<file path="src/rtl/bp_update_sched.sv">
// bp_update_sched: queues resolved-branch updates from MEM into a 4-deep FIFO
// and retires them into the predictor/BTB tables at one write per cycle.
// Reset and flush run a full 256-entry invalidation sweep first.
// The sweep writes counter=00 and BTB=0 into every entry.
// Optional build macro: BP_UPD_STATS_EN. It adds saturating counters for
// retired updates (stat_upd), retired mispredicts (stat_misp) and dropped
// updates (stat_drop).
// Handshake: an update is taken on a rising edge when upd_valid && upd_ready
// && !flush_req. upd_valid while upd_ready=0 drops the update; it is not held.
// dbg_state exposes the FSM state: 0 = SWEEP, 1 = RUN.
module bp_update_sched (
   input  logic        CLK,
   input  logic        nRST,
   input  logic        upd_valid,
   input  logic [31:0] upd_pc,
   input  logic [31:0] upd_target,
   input  logic        upd_mispredict,
   output logic        upd_ready,
   input  logic        flush_req,
   output logic        flush_busy,
   output logic        tbl_we,
   output logic [7:0]  tbl_idx,
   output logic [31:0] tbl_target,
   output logic        tbl_mispredict,
   output logic        tbl_clear,
   output logic        dbg_state
`ifdef BP_UPD_STATS_EN
   ,
   output logic [15:0] stat_upd,
   output logic [15:0] stat_misp,
   output logic [15:0] stat_drop
`endif
);

   typedef enum logic {
      ST_SWEEP = 1'b0,
      ST_RUN   = 1'b1
   } state_e;

   typedef struct packed {
      logic [7:0]  idx;
      logic [31:0] target;
      logic        mispredict;
   } entry_t;

   state_e      state_q, state_d;
   logic [7:0]  sweep_q, sweep_d;
   entry_t      mem_q [4];
   entry_t      mem_d [4];
   logic [1:0]  wr_ptr_q, wr_ptr_d;
   logic [1:0]  rd_ptr_q, rd_ptr_d;
   logic [2:0]  occ_q, occ_d;

   logic        fifo_full;
   logic        fifo_empty;
   logic        push;
   logic        pop;
   logic        drop;
   entry_t      head;

   // Only PC[9:2] selects a table entry; the remaining PC bits are ignored.
   logic        pc_unused;
   assign pc_unused = ^{upd_pc[31:10], upd_pc[1:0]};

   // Handshake decode: flush has priority over push and pop.
   always_comb begin
      fifo_full  = (occ_q == 3'd4);
      fifo_empty = (occ_q == 3'd0);
      head       = mem_q[rd_ptr_q];
      upd_ready  = !fifo_full;
      push       = upd_valid && !fifo_full && !flush_req;
      drop       = upd_valid && fifo_full && !flush_req;
      pop        = (state_q == ST_RUN) && !fifo_empty && !flush_req;
   end

   // FIFO next-state: flush empties it; otherwise push at the tail and pop at the head.
   always_comb begin
      mem_d    = mem_q;
      wr_ptr_d = wr_ptr_q;
      rd_ptr_d = rd_ptr_q;
      occ_d    = occ_q;
      if (flush_req) begin
         wr_ptr_d = 2'd0;
         rd_ptr_d = 2'd0;
         occ_d    = 3'd0;
      end else begin
         if (push) begin
            mem_d[wr_ptr_q] = '{idx: upd_pc[9:2], target: upd_target,
                                mispredict: upd_mispredict};
            wr_ptr_d = wr_ptr_q + 2'd1;
         end
         if (pop) begin
            rd_ptr_d = rd_ptr_q + 2'd1;
         end
         occ_d = occ_q + {2'b00, push} - {2'b00, pop};
      end
   end

   // FSM next-state and table-port outputs: the sweep clears entries and RUN drains the FIFO.
   always_comb begin
      state_d        = state_q;
      sweep_d        = sweep_q;
      flush_busy     = 1'b0;
      tbl_we         = 1'b0;
      tbl_clear      = 1'b0;
      tbl_idx        = 8'd0;
      tbl_target     = 32'd0;
      tbl_mispredict = 1'b0;
      dbg_state      = state_q;
      case (state_q)
         ST_SWEEP: begin
            flush_busy = 1'b1;
            tbl_we     = 1'b1;
            tbl_clear  = 1'b1;
            tbl_idx    = sweep_q;
            sweep_d    = sweep_q + 8'd1;
            if (flush_req) begin
               sweep_d = 8'd0;
            end else if (sweep_q == 8'd255) begin
               state_d = ST_RUN;
            end
         end
         ST_RUN: begin
            if (!fifo_empty) begin
               tbl_we         = 1'b1;
               tbl_idx        = head.idx;
               tbl_target     = head.target;
               tbl_mispredict = head.mispredict;
            end
            if (flush_req) begin
               state_d = ST_SWEEP;
               sweep_d = 8'd0;
            end
         end
         default: begin
            state_d = ST_SWEEP;
            sweep_d = 8'd0;
         end
      endcase
   end

   // State registers: reset starts a fresh sweep with an empty queue.
   always_ff @(posedge CLK) begin
      if (!nRST) begin
         state_q  <= ST_SWEEP;
         sweep_q  <= 8'd0;
         wr_ptr_q <= 2'd0;
         rd_ptr_q <= 2'd0;
         occ_q    <= 3'd0;
         for (int i = 0; i < 4; i++) begin
            mem_q[i] <= '0;
         end
      end else begin
         state_q  <= state_d;
         sweep_q  <= sweep_d;
         wr_ptr_q <= wr_ptr_d;
         rd_ptr_q <= rd_ptr_d;
         occ_q    <= occ_d;
         mem_q    <= mem_d;
      end
   end

`ifdef BP_UPD_STATS_EN
   logic [15:0] stat_upd_q,  stat_upd_d;
   logic [15:0] stat_misp_q, stat_misp_d;
   logic [15:0] stat_drop_q, stat_drop_d;

   // Saturating event counters; flush leaves them alone.
   always_comb begin
      stat_upd_d  = stat_upd_q;
      stat_misp_d = stat_misp_q;
      stat_drop_d = stat_drop_q;
      if (pop && (stat_upd_q != 16'hFFFF)) begin
         stat_upd_d = stat_upd_q + 16'd1;
      end
      if (pop && head.mispredict && (stat_misp_q != 16'hFFFF)) begin
         stat_misp_d = stat_misp_q + 16'd1;
      end
      if (drop && (stat_drop_q != 16'hFFFF)) begin
         stat_drop_d = stat_drop_q + 16'd1;
      end
   end

   // Counter registers, cleared only by reset.
   always_ff @(posedge CLK) begin
      if (!nRST) begin
         stat_upd_q  <= 16'd0;
         stat_misp_q <= 16'd0;
         stat_drop_q <= 16'd0;
      end else begin
         stat_upd_q  <= stat_upd_d;
         stat_misp_q <= stat_misp_d;
         stat_drop_q <= stat_drop_d;
      end
   end

   assign stat_upd  = stat_upd_q;
   assign stat_misp = stat_misp_q;
   assign stat_drop = stat_drop_q;
`endif

endmodule

</file>
<file path="config.mk">
export PLATFORM = sky130hd
export DESIGN_NAME = bp_update_sched
export DESIGN_NICKNAME = d
export VERILOG_FILES = /design/src/rtl/bp_update_sched.sv
export SDC_FILE = /design/constraint.sdc
export NUM_CORES = 1
export LEC_CHECK = 0
export ABC_AREA = 1
export CAP_MARGIN = 10
export CORE_ASPECT_RATIO = 0.8
export CORE_MARGIN = 2
export CORE_UTILIZATION = 35
export CTS_CLUSTER_SIZE = 25
export DETAILED_ROUTE_END_ITERATION = 8
export GPL_ROUTABILITY_DRIVEN = 0
export GPL_TIMING_DRIVEN = 1
export HOLD_SLACK_MARGIN = 0.1
export SLEW_MARGIN = 20
export SYNTH_ARGS = -nofsm -noshare
export SYNTH_HDL_FRONTEND = slang
export SYNTH_SLANG_ARGS = --single-unit
</file>
<file path="constraint.sdc">
create_clock -name CLK -period 3.4 [get_ports CLK]
set_clock_uncertainty 0.1 [all_clocks]
set_input_delay 0.34 -clock CLK [delete_from_list [all_inputs] [get_ports CLK]]
set_output_delay 0.34 -clock CLK [all_outputs]
set_load 0.05 [all_outputs]
</file>
* Yosys cells after proc, flatten, opt, wreduce, memory -nomap -nowiden *
Cells that the tools add are included.

word-level totals
  flip-flop bits (word level) = 180
  bits in read-only memories = 0
  input port bits = 69
  RAM bits = 0
  latch bits = 0
  output and inout port bits = 46
  memories = 0

operators by class
  mux-type cells = 22
  equal/unequal tests = 3
  shifts and indexed selects = 0
  bitwise gates (word level) = 5
  divide/modulo/power cells = 0
  reductions and logical operators = 11
  order comparisons = 3
  $mul = 0
  add/sub/neg operators = 5

operator list
  cell                                                                   count
  164-bit bitwise mux                                                    1
  41-bit two-way mux                                                     3
  41-bit binary-select mux with 2-bit select                             1
  41-bit demux with 2-bit select                                         1
  32-bit two-way mux                                                     2
  8-bit case mux with 2 select lines                                     2
  8-bit two-way mux                                                      3
  8-bit by 1-bit adder with 8-bit output (second input constant)         1
  8-bit equality test (second input constant)                            1
  1-bit two-way mux                                                      7
  3-bit greater-or-equal comparator (second input constant)              2
  2-bit NOT with 3-bit output                                            2
  1-bit logical AND                                                      5
  2-bit by 1-bit adder with 2-bit output (second input constant)         2
  1-bit case mux with 2 select lines                                     2
  3-bit by 1-bit adder with 3-bit output                                 1
  3-bit equality test (second input constant)                            1
  1-bit zero test                                                        3
  3-bit zero test                                                        1
  3-bit by 1-bit < comparator with 1-bit output (second input constant)  1
  1-bit NOT                                                              3
  3-bit by 1-bit subtractor with 3-bit output                            1
  2-bit inequality test (second input constant)                          1
  2-bit AND reduction                                                    1
  2-bit OR reduction                                                     1

* Longest topological paths before layout *
Gate-level depths: netlist of the first run.

  depth after elaboration = 6
  mapped depth = 12
  depth with buffers taken out = 12

* Least setup slack after synthesis of the first run *
OpenSTA, ideal clock, no wires.

  path kind = reg2out
  start = register state_q (netlist: dbg_state)
  end = output tbl_target[0]
  arrival = 2.037 ns
  cell stages (with the launch flop) = 6
  data required time = 2.960 ns
  slack = 0.923 ns
  cells stage by stage = dfxtp_1 > inv_2 > nor2_4 > inv_2 > buf_2 > a21oi_1

between the ends
  cells in the longest elaborated chain, start to end = 1

ends and longest elaborated chain
  item                      line  RTL
  start: declaration        46    state_e state_q, state_d;
  start signal: assignment  154   state_q <= state_d;
  32-bit two-way mux        110   case (state_q)
  end: declaration          23    output logic [31:0] tbl_target,

No other way between the ends.

* Worst setup path after layout of the first run *
  start = register rd_ptr_q[0]
  end = output tbl_target[28]

between the ends
  cells in the longest elaborated chain, start to end = 6

ends and longest elaborated chain
  item                                                    line  RTL
  start: declaration                                      51    logic [1:0] rd_ptr_q, rd_ptr_d;
  start signal: assignment                                157   rd_ptr_q <= rd_ptr_d;
  2-bit NOT with 3-bit output (not written as such)       69    head = mem_q[rd_ptr_q];
  41-bit binary-select mux with 2-bit select              69
  41-bit two-way mux (not written as such) (2 in series)  69
  32-bit two-way mux                                      124   if (!fifo_empty) begin
  32-bit two-way mux                                      110

No other way between the ends. The select of a mux whose other input is x is not followed.

==> results of run 1 <==
==> cells in the mapped netlist (all sizes together) <==
cell	n
buf	44
nand2	376
a21oi	126
dfxtp	180
ha	7
fa	1
nor3	1
inv	188
nand4	1
clkbuf	38
nand3	19
nor2	343
clkinv	2
o21ai	85
xor2	1
==> state kept, by name (all words and copies together) (netlist names) <==
signal and count:
occ_q 3, sweep_q 8, rd_ptr_q 2, dbg_state 1
mem_q 164, wr_ptr_q 2
==> per-layer routing <==
metal / routed length [um] / part of all wire [%]
met4: 268 / 1.2
met1: 11200 / 50
met5: 0 / 0
met2: 10100 / 45
met3: 1020 / 4.5
==> where the power goes <==
| part | switching (mW) | total, mW | leakage, nW | internal [mW] |
|---|---|---|---|---|
| registers | 0.0175 | 2.17 | 1.46 | 2.15 |
| clock network | 0.854 | 1.94 | 0.275 | 1.09 |
| logic | 0.167 | 0.271 | 3.44 | 0.104 |
==> worst register-to-register path: cells and delay by family (launching register included) <==
kind / cells / cell delay, ns
buf+inv: 5 / 0.43
simple gates: 3 / 0.36
xor+xnor: 1 / 0.16
fa+ha+maj: 3 / 0.72
flops: 1 / 0.41
==> worst paths after layout <==
check,startpoint,endpoint,slack [ns],cells past startpoint
setup / recovery,rd_ptr_q[0],tbl_target[28],0.38,6
hold / removal,nRST,sweep_q[6],0.23,5
setup reg to reg,dbg_state,occ_q[2],1.11,12
hold reg to reg,sweep_q[1],sweep_q[1],0.40,2
==> kinds of logic (layout without fill, tap and decap cells) <==
kind of cell	count (synthesis)	count (layout)	synth area share [%]
fa+ha+maj	8	8	1.23
xor+xnor	1	1	0.100
compound gates	211	211	12.1
buf+inv	272	323	12.3
simple gates	740	740	33.1
flops	180	180	41.2
==> final cells by class <==
class                      instances  area [um^2]  share of cell area (%)
clock inverter                    10         97.6                   0.909
clock buffer                      21          480                    4.48
tap                              318          398                    3.71
timing repair buffer             102         1370                    12.8
sequential                       180         3610                    33.6
multi-input combinational        960         4060                    37.8
inverter                         190          713                    6.64
==> metrics by stage <==
step	util (%)	setup WS, ns	power (mW)	cells
global route	43.9	0.241	4.57	1781
finish	43.9	0.383	4.38	1781
floorplan	-	0.923	2.37	1412
detailed placement	41.6	0.664	2.49	1750
CTS	43.9	0.368	4.44	1781
global placement	41.6	0.666	2.48	1750
==> flow_summary.ini, run 1 <==
[run_status]
status = finished clean

[die]
die_h_um = 145
row_count = 51
dieArea_mm2 = 0.0263
ioPinCount = 115
die_x_um = 181
core_area_mm2 = 0.0244
initial_utilization_pct = 35.8

[yosys]
yosys-top-cells-area = dfxtp_1, nand2_1, nor2_1
seq_area_frac_synth_pct = 41.2
yosys_warnings = 0
synth_cells = 1412
synth_top_area_share_pct = 41.2
synthesis.area_mm2 = 0.00874
yosysUniqueCellTypes = 22
ys_seq_elements = 180
synthesis.nets = 1489
netlist.top_cell.by_area = dfxtp_1
synth.avg_cell_area_um2 = 6.19

[grt]
grt_util_all_layers_pct = 17.1
grt_pass1_vias = 7032
antenna_found_initial = 0
top_usage_layer = met2
grt_use_met1_pct = 24.2
grt_pass1_wl_um = 36400
grtUsageMet3_pct = 3.48
grt_overflow = 0
grt_max_degree = 166
grtUsageMet2_pct = 26.1

[sta]
rsz0062_at_grt = no
fin_crit_sh_pct = 88.7
finalCriticalPeriod_ns = 3.02
fmax_mhz = 331
worst_slew_pin_slew_ns = 0.807
setup_viol = 0
holdWs_ns = 0.227
fin_tns_setup_ns = 0
drv_slew = 0
report.final.hold_viol_count = 0
slew_headroom_pct = 46.2

[worst_setup_path]
critical_path_class = reg2out
worstPathArrival_ns = 2.58
critPathLaunchType = register
critPathCaptureType = output port
cpPeakStageDelay_ns = 0.74
cp.required_ns = 2.96
crit_chain = inv_2 -> buf_4 -> a21oi_1 -> o21ai_0 -> a21oi_1 -> buf_12
cpMaxStageDelayCell = dfxtp_4
cpMostUsedCell = a21oi_1
crit_family = buffers and inverters
path_buf_inv = 3
crit_fanout = 55

[finish]
drive_gt1_share_pct = 6.77
mostFrequentLayoutCells = nand2_1, nor2_1, inv_1
layout_commonest_cell = nand2_1
postLayoutCellArea_mm2 = 0.0107
num_antenna_cells = 0
area_growth_pct = 22.8
nFillCells = 2510
nNetsFinal = 1528

[clock_network]
cts_made_buffers = 17
cts_resized = 0
cts_max_path_buffers = 2
clk_latency_ns = 0.43
post_cts_buffers = 0
tritoncts = yes
path_clk_slew_ns = 0.07
hold_buffers = 0
htreeDepth = 4
root_buffer = clkbuf_16
cts_sinks = 180

[drt]
drt-initial-drc-count = 548
dr.pass1.iters = 5
wl_per_cell_um = 12.7
drc = 0
vias = 8094
ant_nets = 0
drt-total-wl_um = 22600
avgViaCountPerCell = 4.54

[power_and_ir_drop]
power.density_mw_per_mm2 = 408
vdd_drop_max_v = 0.000342
leakagePower_nw = 5.17

[flow_run]
cap_violations = 0

[place]
hpwl_um = 13300
placed_area_mm2 = 0.0102
portBuffers = 90

[min_path]
hold_path_class = in2reg
No activity file was read; power rests on OpenSTA's default activity.
==> run 2: changes to the inputs <==
CAP_MARGIN = 20   (was 10)
==> results of run 2 <==
The final DEF is identical to that of run 1; final timing and power are the same.
==> RTL change 1, RTL diff (config.mk and constraints of run 2) <==
Build with the macro `BP_UPD_STATS_EN` defined.
--- a/src/rtl/bp_update_sched.sv
+++ b/src/rtl/bp_update_sched.sv
@@ -8,6 +8,8 @@
 // Handshake: an update is taken on a rising edge when upd_valid && upd_ready
 // && !flush_req. upd_valid while upd_ready=0 drops the update; it is not held.
 // dbg_state exposes the FSM state: 0 = SWEEP, 1 = RUN.
+`define BP_UPD_STATS_EN
+
 module bp_update_sched (
    input  logic        CLK,
    input  logic        nRST,
Check against the original RTL (old outputs only; new: stat_drop, stat_misp and stat_upd): no difference found for any inputs over 10 cycles, from zero or initial values and one cycle with nRST low; that may be too few to reach the edited logic, so the function may still have changed.
==> RTL change 1 against run 2 <==
Die area grew 22%. Area after synthesis grew 23%. Wire length grew 43%. Sequential cell count grew 48. Non-clock buffer count grew 64. Design area grew 27%. Setup slack lost 0.20 ns. Power grew 34%. Highest routed layer unchanged.
==> RTL change 1: results <==
set metrics [dict create \
    slowest_delay_ns 0.68 \
    seq_area_frac_synth_pct 42.47 \
    grt_pass1_wl_um 51580 \
    status "complete, no violations" \
    dp_cells 2016 \
    grt_pass1_vias 9604 \
    r2r_slack_ns 0.88 \
    fmax_ghz 0.3109 \
    synth_nets 1623 \
    finalNetCount 1711 \
    drive_gt1_share_pct 9.025 \
    h-tree-depth 1 \
    cts_buffers 26 \
    cp_top_family "compound AO/OA/AOI/OAI gates" \
    vias 10490 \
    syn_area_per_cell_um2 6.965 \
    drt_iter0_drc 644 \
    yosys-top-cells-area "dfxtp_1 42%, a21oi_1 14%, nand2_1 11%" \
    dp_hpwl_um 19350 \
    clock_path_buffers 3 \
    pre_cts_ws_ns 0.6735 \
    worstSetupEndpoint "tbl_idx[2]" \
    ys_types 34 \
    drt_pass1_iterations 4 \
    grt_max_degree 84 \
    clk_latency_ns 0.53 \
    max_slew_margin_pct 33.03 \
    routedWlPerCell_um 15.61 \
    rr_worst_depth 7 \
]
## RTL change 1: changes by cell type after synthesis, sizes merged, moves of 7 or more
cell	change
a21oi	+185
buf	+8
clkbuf	+16
dfxtp	+48
inv	-58
nand2	-64
nand3	+116
nand4	+14
nor2	-251
nor3	+7
o21ai	+69
xor2	+9
## RTL change 1: routing by layer
metal | vias up | share of wire (%) | GRT usage (%)
met5 | - | 0 | 0
met4 | 0 | 1.8 | 4.781
met3 | 49 | 5.6 | 3.066
met2 | 267 | 45 | 31.38
met1 | 4853 | 48 | 28.27
li1 | 5317 | - | -
## RTL change 1: worst min-delay path, stage by stage
cell	delay, ns
buf_2	0.13
inv_4	0.22
nor2_1	0.16
## RTL change 1: final cells by class
class	count	area, µm²
Inverter	132	498.0
Clock inverter	13	121.4
Timing Repair Buffer	166	2022
Multi-Input combinational cell	1077	5195
Fill cell	3026	16630
Clock buffer	35	755.7
Tap cell	413	516.7
Sequential cell	228	4567
## RTL change 1: cell families (layout without fill, tap and decap cells)
group / Yosys count / after routing / synth area share, %
simple gates: 571 / 571 / 23.05
compound gates: 480 / 480 / 22.71
buf+inv: 238 / 346 / 9.186
flops: 228 / 228 / 42.47
xor+xnor: 15 / 15 / 1.222
fa+ha+maj: 11 / 11 / 1.351
## RTL change 1: per-stage QoR
step | hold slack [ns] | area, µm²
6_report | 0.2549 | 13680
5_1_grt | 0.2849 | 13680
4_1_cts | 0.2456 | 13680
3_5_place_dp | 0.3404 | 12800
3_3_place_gp | 0.3355 | 12800
2_1_floorplan | 0.3245 | 10750
## RTL change 1: how the worst min path moves through the flow
| stage | start | to | slack (ns) | cells after the start |
|---|---|---|---|---|
| floorplan | mem_q[116]$_SDFFE_PN0P_ | mem_q[116]$_SDFFE_PN0P_ | 0.32 | 2 |
| global placement | mem_q[116]$_SDFFE_PN0P_ | mem_q[116]$_SDFFE_PN0P_ | 0.34 | 2 |
| detailed placement | mem_q[119]$_SDFFE_PN0P_ | mem_q[119]$_SDFFE_PN0P_ | 0.34 | 2 |
| CTS | nRST | stat_drop[12]$_SDFFE_PN0P_ | 0.25 | 3 |
| global route | nRST | stat_drop[11]$_SDFFE_PN0P_ | 0.28 | 3 |
| finish | nRST | stat_drop[11]$_SDFFE_PN0P_ | 0.25 | 3 |
## RTL change 1: power by group
part / leakage, nW / total (mW) / internal [mW] / switching, mW
Combinational: 2.27 / 0.301 / 0.108 / 0.193
Sequential: 1.84 / 2.73 / 2.71 / 0.0155
Clock: 0.440 / 2.87 / 1.71 / 1.16
Total: 4.56 / 5.90 / 4.53 / 1.37
==> RTL change 2, RTL diff (config.mk and constraints of run 2) <==
Made on the original files. Register the output `tbl_mispredict`, with the module's reset; this adds one clock of latency there. The other outputs are not delayed to match.
--- a/src/rtl/bp_update_sched.sv
+++ b/src/rtl/bp_update_sched.sv
@@ -43,6 +43,8 @@
       logic        mispredict;
    } entry_t;
 
+   logic tbl_mispredict_d;
+
    state_e      state_q, state_d;
    logic [7:0]  sweep_q, sweep_d;
    entry_t      mem_q [4];
@@ -105,7 +107,7 @@
       tbl_clear      = 1'b0;
       tbl_idx        = 8'd0;
       tbl_target     = 32'd0;
-      tbl_mispredict = 1'b0;
+      tbl_mispredict_d = 1'b0;
       dbg_state      = state_q;
       case (state_q)
          ST_SWEEP: begin
@@ -125,7 +127,7 @@
                tbl_we         = 1'b1;
                tbl_idx        = head.idx;
                tbl_target     = head.target;
-               tbl_mispredict = head.mispredict;
+               tbl_mispredict_d = head.mispredict;
             end
             if (flush_req) begin
                state_d = ST_SWEEP;
@@ -199,5 +201,13 @@
    assign stat_drop = stat_drop_q;
 `endif
 
+   always_ff @(posedge CLK) begin
+      if (!nRST) begin
+         tbl_mispredict <= '0;
+      end else begin
+         tbl_mispredict <= tbl_mispredict_d;
+      end
+   end
+
 endmodule
 
Formal check against the unedited RTL: no difference found for any inputs over 10 cycles, from zero or initial values and one cycle with nRST low; that may be too few to reach the edited logic, so the function may still have changed.
==> RTL change 2 against run 2 <==
Design area is 3.2% lower. Clock power is 3% higher. Non-clock buffer count is 1 higher. Maximum frequency is 6.0% higher. Worst hold slack better by 0.012 ns. Wire length is 2.4% lower. Die area is 0.59% higher. Area after synthesis is 0.60% higher. Setup slack better by 0.17 ns. Critical path depth is 2 lower. Count of clock-buffer cells in the layout is 3 lower. Sequential cell count is 1 higher. Power is 1.3% higher.
==> RTL change 2: results <==
set metrics [dict create \
    dr_wl_met3_um 940 \
    wl_um 22050 \
    grt_pass1_vias 7022 \
    synthAdderAreaFrac_pct 1.224 \
    r2r_slack_ns 1.15 \
    avgViaCountPerCell 4.501 \
    dp_hpwl_um 13250 \
    grt_max_degree 167 \
    slowest_delay_ns 0.72 \
    grt_pass1_wl_um 35850 \
    max_slew_margin_pct 44.83 \
    seq_area_frac_synth_pct 41.21 \
    drt_iter0_drc 597 \
    ys_types 23 \
    crit_fanout 52 \
    hold-worst-slack_ns 0.2396 \
    track_usage_pct 16.73 \
    use_met2_pct 25.84 \
    wl_met2_um 9540 \
    ys_top_cells_by_count "377 x nand2_1, 341 x nor2_1, 181 x dfxtp_1" \
    synth-xor-area-share_pct 0.09960 \
    ir_worst_vdd_mv 0.3388 \
    crit_arrival_ns 2.41 \
    p_leak_nw 5.099 \
    nFillCells 2609 \
    met3_usage_pct 4.079 \
    wl_met1_um 11400 \
    status "complete, no violations" \
    min_to "sweep_q[7]$_SDFFE_PN0P_" \
]
[RTL change 2: cell count changes in the layout (fill, tap and decap cells not counted), moves of 2 or more]
cell / before / now
o21ai_0: 85 / 63
inv_1: 185 / 179
clkdlybuf4s50_1: 48 / 52
clkbuf_8: 4 / 1
inv_2: 3 / 10
inv_8: 0 / 3
inv_6: 2 / 4
buf_12: 39 / 7
buf_4: 15 / 44
o21ai_1: 0 / 22
[RTL change 2: how the worst max path moves through the flow]
stage,start,end,slack [ns],cells past startpoint
finish,rd_ptr_q[0]$_SDFFE_PP0P_,tbl_target[27],0.55,4
global route,rd_ptr_q[0]$_SDFFE_PP0P_,tbl_target[31],0.36,4
CTS,occ_q[1]$_SDFF_PP0_,tbl_target[27],0.48,7
detailed placement,flush_req,occ_q[2]$_SDFF_PP0_,0.77,11
global placement,flush_req,occ_q[2]$_SDFF_PP0_,0.74,12
floorplan,dbg_state$_SDFF_PN0_,tbl_target[0],0.92,5
[RTL change 2: layout make-up]
type	count	area [µm²]	area share [%]
well taps	318	397.9	3.831
repair buffers	103	991.0	9.541
clock buffers	18	439.2	4.228
inverters	190	713.2	6.867
flip-flops and latches	181	3628	34.94
clock inverters	14	143.9	1.385
multi-input cells	961	4073	39.21
[RTL change 2: metrics by stage]
| stage | instances | area, µm² | worst slack, ns |
|---|---|---|---|
| finish | 1785 | 10390 | 0.5530 |
| global placement | 1753 | 9803 | 0.7415 |
| floorplan | 1415 | 8793 | 0.9197 |
| global route | 1785 | 10390 | 0.3630 |
| CTS | 1785 | 10390 | 0.4780 |
| detailed placement | 1753 | 9803 | 0.7665 |
[RTL change 2: report_power, final]
part	switching [mW]	leakage (nW)	internal (mW)
registers	0.0173	1.47	2.16
clock network	0.933	0.280	1.05
logic	0.169	3.35	0.105
total	1.12	5.10	3.32
